**src/rtl/memory_access_arbiter.sv**
```systemverilog
// Arbiter sharing one unified memory between the CPU and a DMA/loader port.
// Optional CPU stall statistics are enabled by defining MEMARB_STALL_STATS_EN.
module memory_access_arbiter #(
  parameter int ADDR_WIDTH  = 32,
  parameter int DATA_WIDTH  = 32,
  parameter int WAIT_STATES = 1
) (
  input  logic                  clock,
  input  logic                  reset_n,
  input  logic                  cpu_req,
  input  logic                  cpu_we,
  input  logic [ADDR_WIDTH-1:0] cpu_addr,
  input  logic [DATA_WIDTH-1:0] cpu_wdata,
  output logic [DATA_WIDTH-1:0] cpu_rdata,
  output logic                  cpu_ack,
  output logic                  cpu_stall,
  input  logic                  dma_req,
  input  logic                  dma_we,
  input  logic [ADDR_WIDTH-1:0] dma_addr,
  input  logic [DATA_WIDTH-1:0] dma_wdata,
  output logic [DATA_WIDTH-1:0] dma_rdata,
  output logic                  dma_ack,
  output logic [ADDR_WIDTH-1:0] mem_addr,
  output logic [DATA_WIDTH-1:0] mem_wdata,
  output logic                  mem_re,
  output logic                  mem_we,
  input  logic [DATA_WIDTH-1:0] mem_rdata,
  output logic                  busy,
  output logic [31:0]           stall_cycles
);

  localparam logic [3:0] WS = 4'(WAIT_STATES);

  typedef enum logic [1:0] {IDLE, ACCESS, RESP} state_t;

  state_t                state_q, state_d;
  logic                  gnt_q;
  logic                  last_q;
  logic                  we_q;
  logic [3:0]            cnt_q;
  logic [ADDR_WIDTH-1:0] addr_q;
  logic [DATA_WIDTH-1:0] wdata_q;
  logic [DATA_WIDTH-1:0] cpu_rdata_q;
  logic [DATA_WIDTH-1:0] dma_rdata_q;
  logic                  pick_dma;

  // Grant encoding: 1 = DMA, 0 = CPU; on a tie the side that went last loses.
  assign pick_dma = dma_req & (~cpu_req | ~last_q);

  always_ff @(posedge clock or negedge reset_n) begin
    if (!reset_n) state_q <= IDLE;
    else          state_q <= state_d;
  end

  always_comb begin
    state_d = state_q;
    case (state_q)
      IDLE:    if (cpu_req || dma_req) state_d = ACCESS;
      ACCESS:  if (cnt_q == 4'd0) state_d = RESP;
      RESP:    state_d = IDLE;
      default: state_d = IDLE;
    endcase
  end

  always_ff @(posedge clock or negedge reset_n) begin
    if (!reset_n) begin
      gnt_q       <= 1'b0;
      last_q      <= 1'b1;
      we_q        <= 1'b0;
      cnt_q       <= 4'd0;
      addr_q      <= '0;
      wdata_q     <= '0;
      cpu_rdata_q <= '0;
      dma_rdata_q <= '0;
    end else begin
      case (state_q)
        IDLE: begin
          if (cpu_req || dma_req) begin
            gnt_q   <= pick_dma;
            we_q    <= pick_dma ? dma_we : cpu_we;
            addr_q  <= pick_dma ? dma_addr : cpu_addr;
            wdata_q <= pick_dma ? dma_wdata : cpu_wdata;
            cnt_q   <= WS;
          end
        end
        ACCESS: begin
          if (cnt_q != 4'd0) begin
            cnt_q <= cnt_q - 4'd1;
          end else if (!we_q) begin
            if (gnt_q) dma_rdata_q <= mem_rdata;
            else       cpu_rdata_q <= mem_rdata;
          end
        end
        RESP:    last_q <= gnt_q;
        default: ;
      endcase
    end
  end

  // Strobes decode straight from state so an async reset drops them at once.
  always_comb begin
    mem_re  = 1'b0;
    mem_we  = 1'b0;
    cpu_ack = 1'b0;
    dma_ack = 1'b0;
    case (state_q)
      ACCESS: begin
        mem_re = ~we_q;
        mem_we = we_q & (cnt_q == WS);
      end
      RESP: begin
        cpu_ack = ~gnt_q;
        dma_ack = gnt_q;
      end
      default: ;
    endcase
  end

  assign busy      = (state_q != IDLE);
  assign cpu_stall = cpu_req & ~cpu_ack;
  assign mem_addr  = addr_q;
  assign mem_wdata = wdata_q;
  assign cpu_rdata = cpu_rdata_q;
  assign dma_rdata = dma_rdata_q;

`ifdef MEMARB_STALL_STATS_EN
  function automatic logic [31:0] sat_inc(input logic [31:0] v);
    return (v == 32'hFFFF_FFFF) ? v : v + 32'd1;
  endfunction

  logic [31:0] stall_q;

  always_ff @(posedge clock or negedge reset_n) begin
    if (!reset_n)               stall_q <= '0;
    else if (cpu_req && !cpu_ack) stall_q <= sat_inc(stall_q);
  end

  assign stall_cycles = stall_q;
`else
  assign stall_cycles = '0;
`endif

endmodule
```
**config.mk**
```make
export PLATFORM = sky130hd
export DESIGN_NAME = memory_access_arbiter
export DESIGN_NICKNAME = d
export VERILOG_FILES = /design/src/rtl/memory_access_arbiter.sv
export SDC_FILE = /design/constraint.sdc
export NUM_CORES = 1
export LEC_CHECK = 0
export BUFFER_PORTS_ARGS = -buffer_cell sky130_fd_sc_hd__buf_2
export CAP_MARGIN = 10
export CORE_MARGIN = 2
export CORE_UTILIZATION = 30
export CTS_CLUSTER_DIAMETER = 30
export DETAILED_ROUTE_END_ITERATION = 12
export GPL_TIMING_DRIVEN = 0
export MAX_ROUTING_LAYER = met4
export PLACE_DENSITY = 0.7
export SLEW_MARGIN = 20
export SYNTH_ARGS = -nofsm -noshare
export SYNTH_HDL_FRONTEND = slang
export SYNTH_SLANG_ARGS = --single-unit
```
**constraint.sdc**
```tcl
create_clock -name clock -period 1.8 [get_ports clock]
set_input_delay 0.09 -clock clock [delete_from_list [all_inputs] [get_ports clock]]
set_output_delay 0.09 -clock clock [all_outputs]
set_load 0.03 [all_outputs]
```
Word-level counts from Yosys, hierarchy flattened
Cells that the tools add are included.
Widths: inputs -> output; s select.
- bits in registers: 137
- bits of input ports: 166
- add/subtract/negate cells: 1
- bitwise gates (word level): 10
- equal/unequal tests: 6
- reduce and logical (&&, ||, !) cells: 11
- mux-type cells: 13
- operators with widths (kind ; count):
    $mux 32 ; 2
    $mux 4 ; 2
    $pmux 4 s2 ; 1
    $reduce_and 4->1 ; 2
    $ne 2x2->1 const B ; 3
    $not 1->1 ; 6
    $mux 1 ; 5
    $eq 4x1->1 const B ; 1
    $logic_not 4->1 ; 1
    $mux 2 ; 2
    $pmux 2 s2 ; 1
    $reduce_and 2->1 ; 2
    $reduce_bool 2->1 ; 2
    $reduce_bool 4->1 ; 1
    $sub 4x1->4 const B ; 1
    $and 1x1->1 ; 3
    $reduce_and 3->1 ; 1
    $eq 2x1->1 const B ; 1
    $eq 2x2->1 const B ; 1
    $logic_not 2->1 ; 1
    $logic_or 1x1->1 ; 1
    $or 1x1->1 ; 1

Depth between registers and ports, before layout
- depth in word-level cells: 4
- mapped depth: 7

Worst setup path before layout
OpenSTA, ideal clock, no wires.
- path type: reg-to-reg
- start point: register cnt_q[0]
- end point: register cpu_rdata_q[10], in the netlist cpu_rdata[10]
- data required time: 1.675 ns
- stages on the path, launching flop included: 8
- setup time: 0.125 ns
- arrival: 1.759 ns
- path slack: -0.084 ns
- period minus slack after synthesis: 1.884 ns
- path through: dfrtp_1 -> inv_1 -> ha_1 -> nand3b_1 -> or4_4 -> buf_6 -> buf_12 -> mux2_4
- longest elaborated chain between the ends: 3
- ends and longest elaborated chain (item ; RTL line ; RTL):
    start, declared ; 40 ; logic [3:0] cnt_q;
    start signal, assigned ; 88 ; cnt_q <= cnt_q - 4'd1;
    $reduce_bool 4->1 ; 87 ; if (cnt_q != 4'd0) begin
    $not 1->1 (no line) ; n/a ;
    $reduce_and 4->1 (no line) ; n/a ;
    end signal, assigned ; 91 ; else cpu_rdata_q <= mem_rdata;
    end, declared ; 43 ; logic [DATA_WIDTH-1:0] cpu_rdata_q;
No other way between the ends.
A chain may end at the register's enable or synchronous reset.

Final worst setup path
- start point: register cnt_q[3]
- end point: register cpu_rdata_q[29], in the netlist cpu_rdata[29]
The elaborated chain is that of the path after synthesis.

==> out/metrics.csv <==
metric;value;unit
status;complete, but fails checks;
failed_checks;setup timing;
crit_type;reg2reg;
finalSetupViolations;61;
grt.overflow.total;0;
rrSetupSlack;-0.1;ns
synth.most_common_cell;dfrtp_1;
gp_congestion;0.812;
dieArea;0.0225;sq mm
clk_path_buf_depth;2;
via_count;6548;
dpl_cell_area;0.00839;sq mm
synth_top_family_by_area;multiplexers;
clock-skew-final;0.0116;ns
worst_hold_path_type;in2reg;
min_from;dma_req;
multiInputGateArea;0.00259;sq mm
rsz0062_at_grt;true;
syn_inst;581;
worstSkewPairLatency;0.41;ns
tritoncts;done;
maxSlewViolCount;0;
ys_warn_count;0;
hold_viol_final;0;
track_usage;20.1;%
async_flop_share;100;%
hold_ws;0.0935;ns
crit_path_end_kind;flop;
finalNetCount;1267;
final_core_util;51.4;%
crit_start;cnt_q[3];
synthXorXnorAreaFrac;0;%
cellPowerDensity;1790;mW/mm^2
drt_wl_total;22900;um
drtAntennaViolNets;0;
area_growth;68.5;%
dr.first_iter.drc_count;312;
drt_pass1_iterations;5;
seq_area;0.00343;sq mm
avgSynthCellArea;11.0;sq um
start_util;30.5;%
fin_crit_sh;106;%
vias_per_cell;4.72;
design.core.area;0.0210;sq mm
synth_top_area_share;53.2;%
irDropWorstVdd;659;uV
cp_data_arrival_time;2.19;ns
cp_data_required_time;2.09;ns
fin_crit;1.90;ns
post_drt_wl_per_cell;16.5;um
ys_ff_latch;137;
fin_ws;-0.0994;ns
synth_area_leaders;dfrtp_1, mux2_4, nand2_1;
cap_violations;0;
cts_buffers;17;
ys_seq_area_share;53.6;%
fp.dieW;150;um
io_buffers;299;
cp_max_fo;10;
clk_pin_slew;0.07;ns
maxSlewHeadroom;55.0;%
grt_pass1_wl;34200;um
synth_edf_count;0;
tightest_slew;0.675;ns
synth_compound_area_share;12.6;%
synthFlopType;dfrtp_1;
clkSinkCount;137;
drc_errors;0;
synth_mux_area_share;15.1;%
yosysTopAreaCell;dfrtp_1;
antenna_found_initial;0;
fillers;1801;
synth_fa_ha_area_share;0.391;%
num_rows;53;
dieHeight;150;um
boundaryPins;332;
fmax;526;MHz
yosys.area_share.simple;9.80;%
start_kind;flop;
dp_hpwl;14100;um
final_area;0.0108;sq mm
yosys-top-cells-count;dfrtp_1, nand2_1, a21oi_1;
drive_gt1_share;42.8;%
grt_max_degree;72;
grt_pass1_vias;6765;
htreeDepth;4;
worstReg2RegStart;cnt_q[3];
cts_root_buf;clkbuf_16;
synth_area;0.00639;sq mm
leakage;5.44;nW
yosysUniqueCellTypes;36;
per-stage QoR:
stage / TNS [ns] / std cells / power [W] / setup slack (ns)
after floorplan: -5.03 / 612 / 0.0119 / -0.0839
after global placement: -205.90 / 1186 / 0.0146 / -1.27
after detailed placement: -36.69 / 1187 / 0.0148 / -0.622
after CTS: -5.33 / 1389 / 0.0192 / -0.108
after global routing: -11.18 / 1387 / 0.0203 / -0.171
final: -4.74 / 1388 / 0.0193 / -0.0994
logic make-up (layout without fill, tap and decap cells):
group,count (synthesis),in the layout
compound gates,141,141
fa+ha+maj,2,2
buf+inv,80,580
flops,137,137
mux,66,66
other cells,1,33
simple gates,154,154
state kept, by name, summed over array words and instances, names as in the netlist:
name / cells
state_q: 2
last_q: 1
mem_addr: 32
dma_rdata: 32
gnt_q: 1
cpu_rdata: 32
cnt_q: 4
we_q: 1
mem_wdata: 32
timing repair:
action,in CTS,in global routing
buffers inserted,8,0
endpoints found under the hold margin,195,0
hold buffers,163,0
setup endpoints to repair,121,125
pin swaps,2,1
gates resized for setup,20,28
cells in the final DEF, fill, tap and decap left out, types with 2 or more instances in the layout:
cell / Yosys / layout
clkbuf_2: 0 / 17
mux2_1: 4 / 2
clkbuf_1: 31 / 13
dfrtp_1: 136 / 136
clkbuf_16: 0 / 17
buf_4: 32 / 41
a21oi_1: 67 / 67
o21ai_0: 3 / 3
nand2b_1: 2 / 2
a31oi_1: 65 / 65
or2_2: 2 / 2
conb_1: 1 / 32
mux2_4: 60 / 62
or4_4: 2 / 2
inv_6: 0 / 6
bufinv_16: 0 / 4
buf_12: 6 / 6
buf_2: 2 / 301
inv_1: 4 / 3
dlygate4sd3_1: 0 / 163
mux2i_1: 2 / 2
nor2_1: 8 / 7
clkinvlp_4: 0 / 2
ha_4: 0 / 2
nand2_1: 132 / 131
where the power goes:
part	switching (W)	internal (W)
clock network	0.00150	0.00236
registers	0.000954	0.00468
logic	0.00610	0.00366
per-layer routing:
layer	routed length, um	vias up	GRT usage [%]
met5	0	-	-
met4	858	0	11.8
met3	1690	72	4.45
met2	11400	363	33.6
met1	8930	3117	22.0
li1	-	2996	-
final cells by class:
type / count / area share, %
well taps: 275 / 3.19
multi-input cells: 395 / 24.0
clock inverters: 14 / 1.93
flip-flops and latches: 137 / 31.8
diodes: 1 / 0.0232
repair buffers: 471 / 30.0
clock buffers: 18 / 3.98
plain buffers: 73 / 4.88
inverters: 4 / 0.139
worst max-delay path, cell delays in order (launching register included):
cell     delay [ns]
dfrtp_1        0.43
or2_4          0.26
or4_4          0.58
buf_12         0.20
mux2_4         0.30
path summary, 6_finish.rpt:
kind                            endpoint  cells past startpoint
min reg2reg                dma_rdata[31]                      1
max                        cpu_rdata[29]                      4
max reg2reg                cpu_rdata[29]                      4
min                             cnt_q[1]                      4
max in group asynchronous  mem_wdata[18]                      3
min in group asynchronous   dma_rdata[5]                      2
Power figures use the tool's default switching activity.
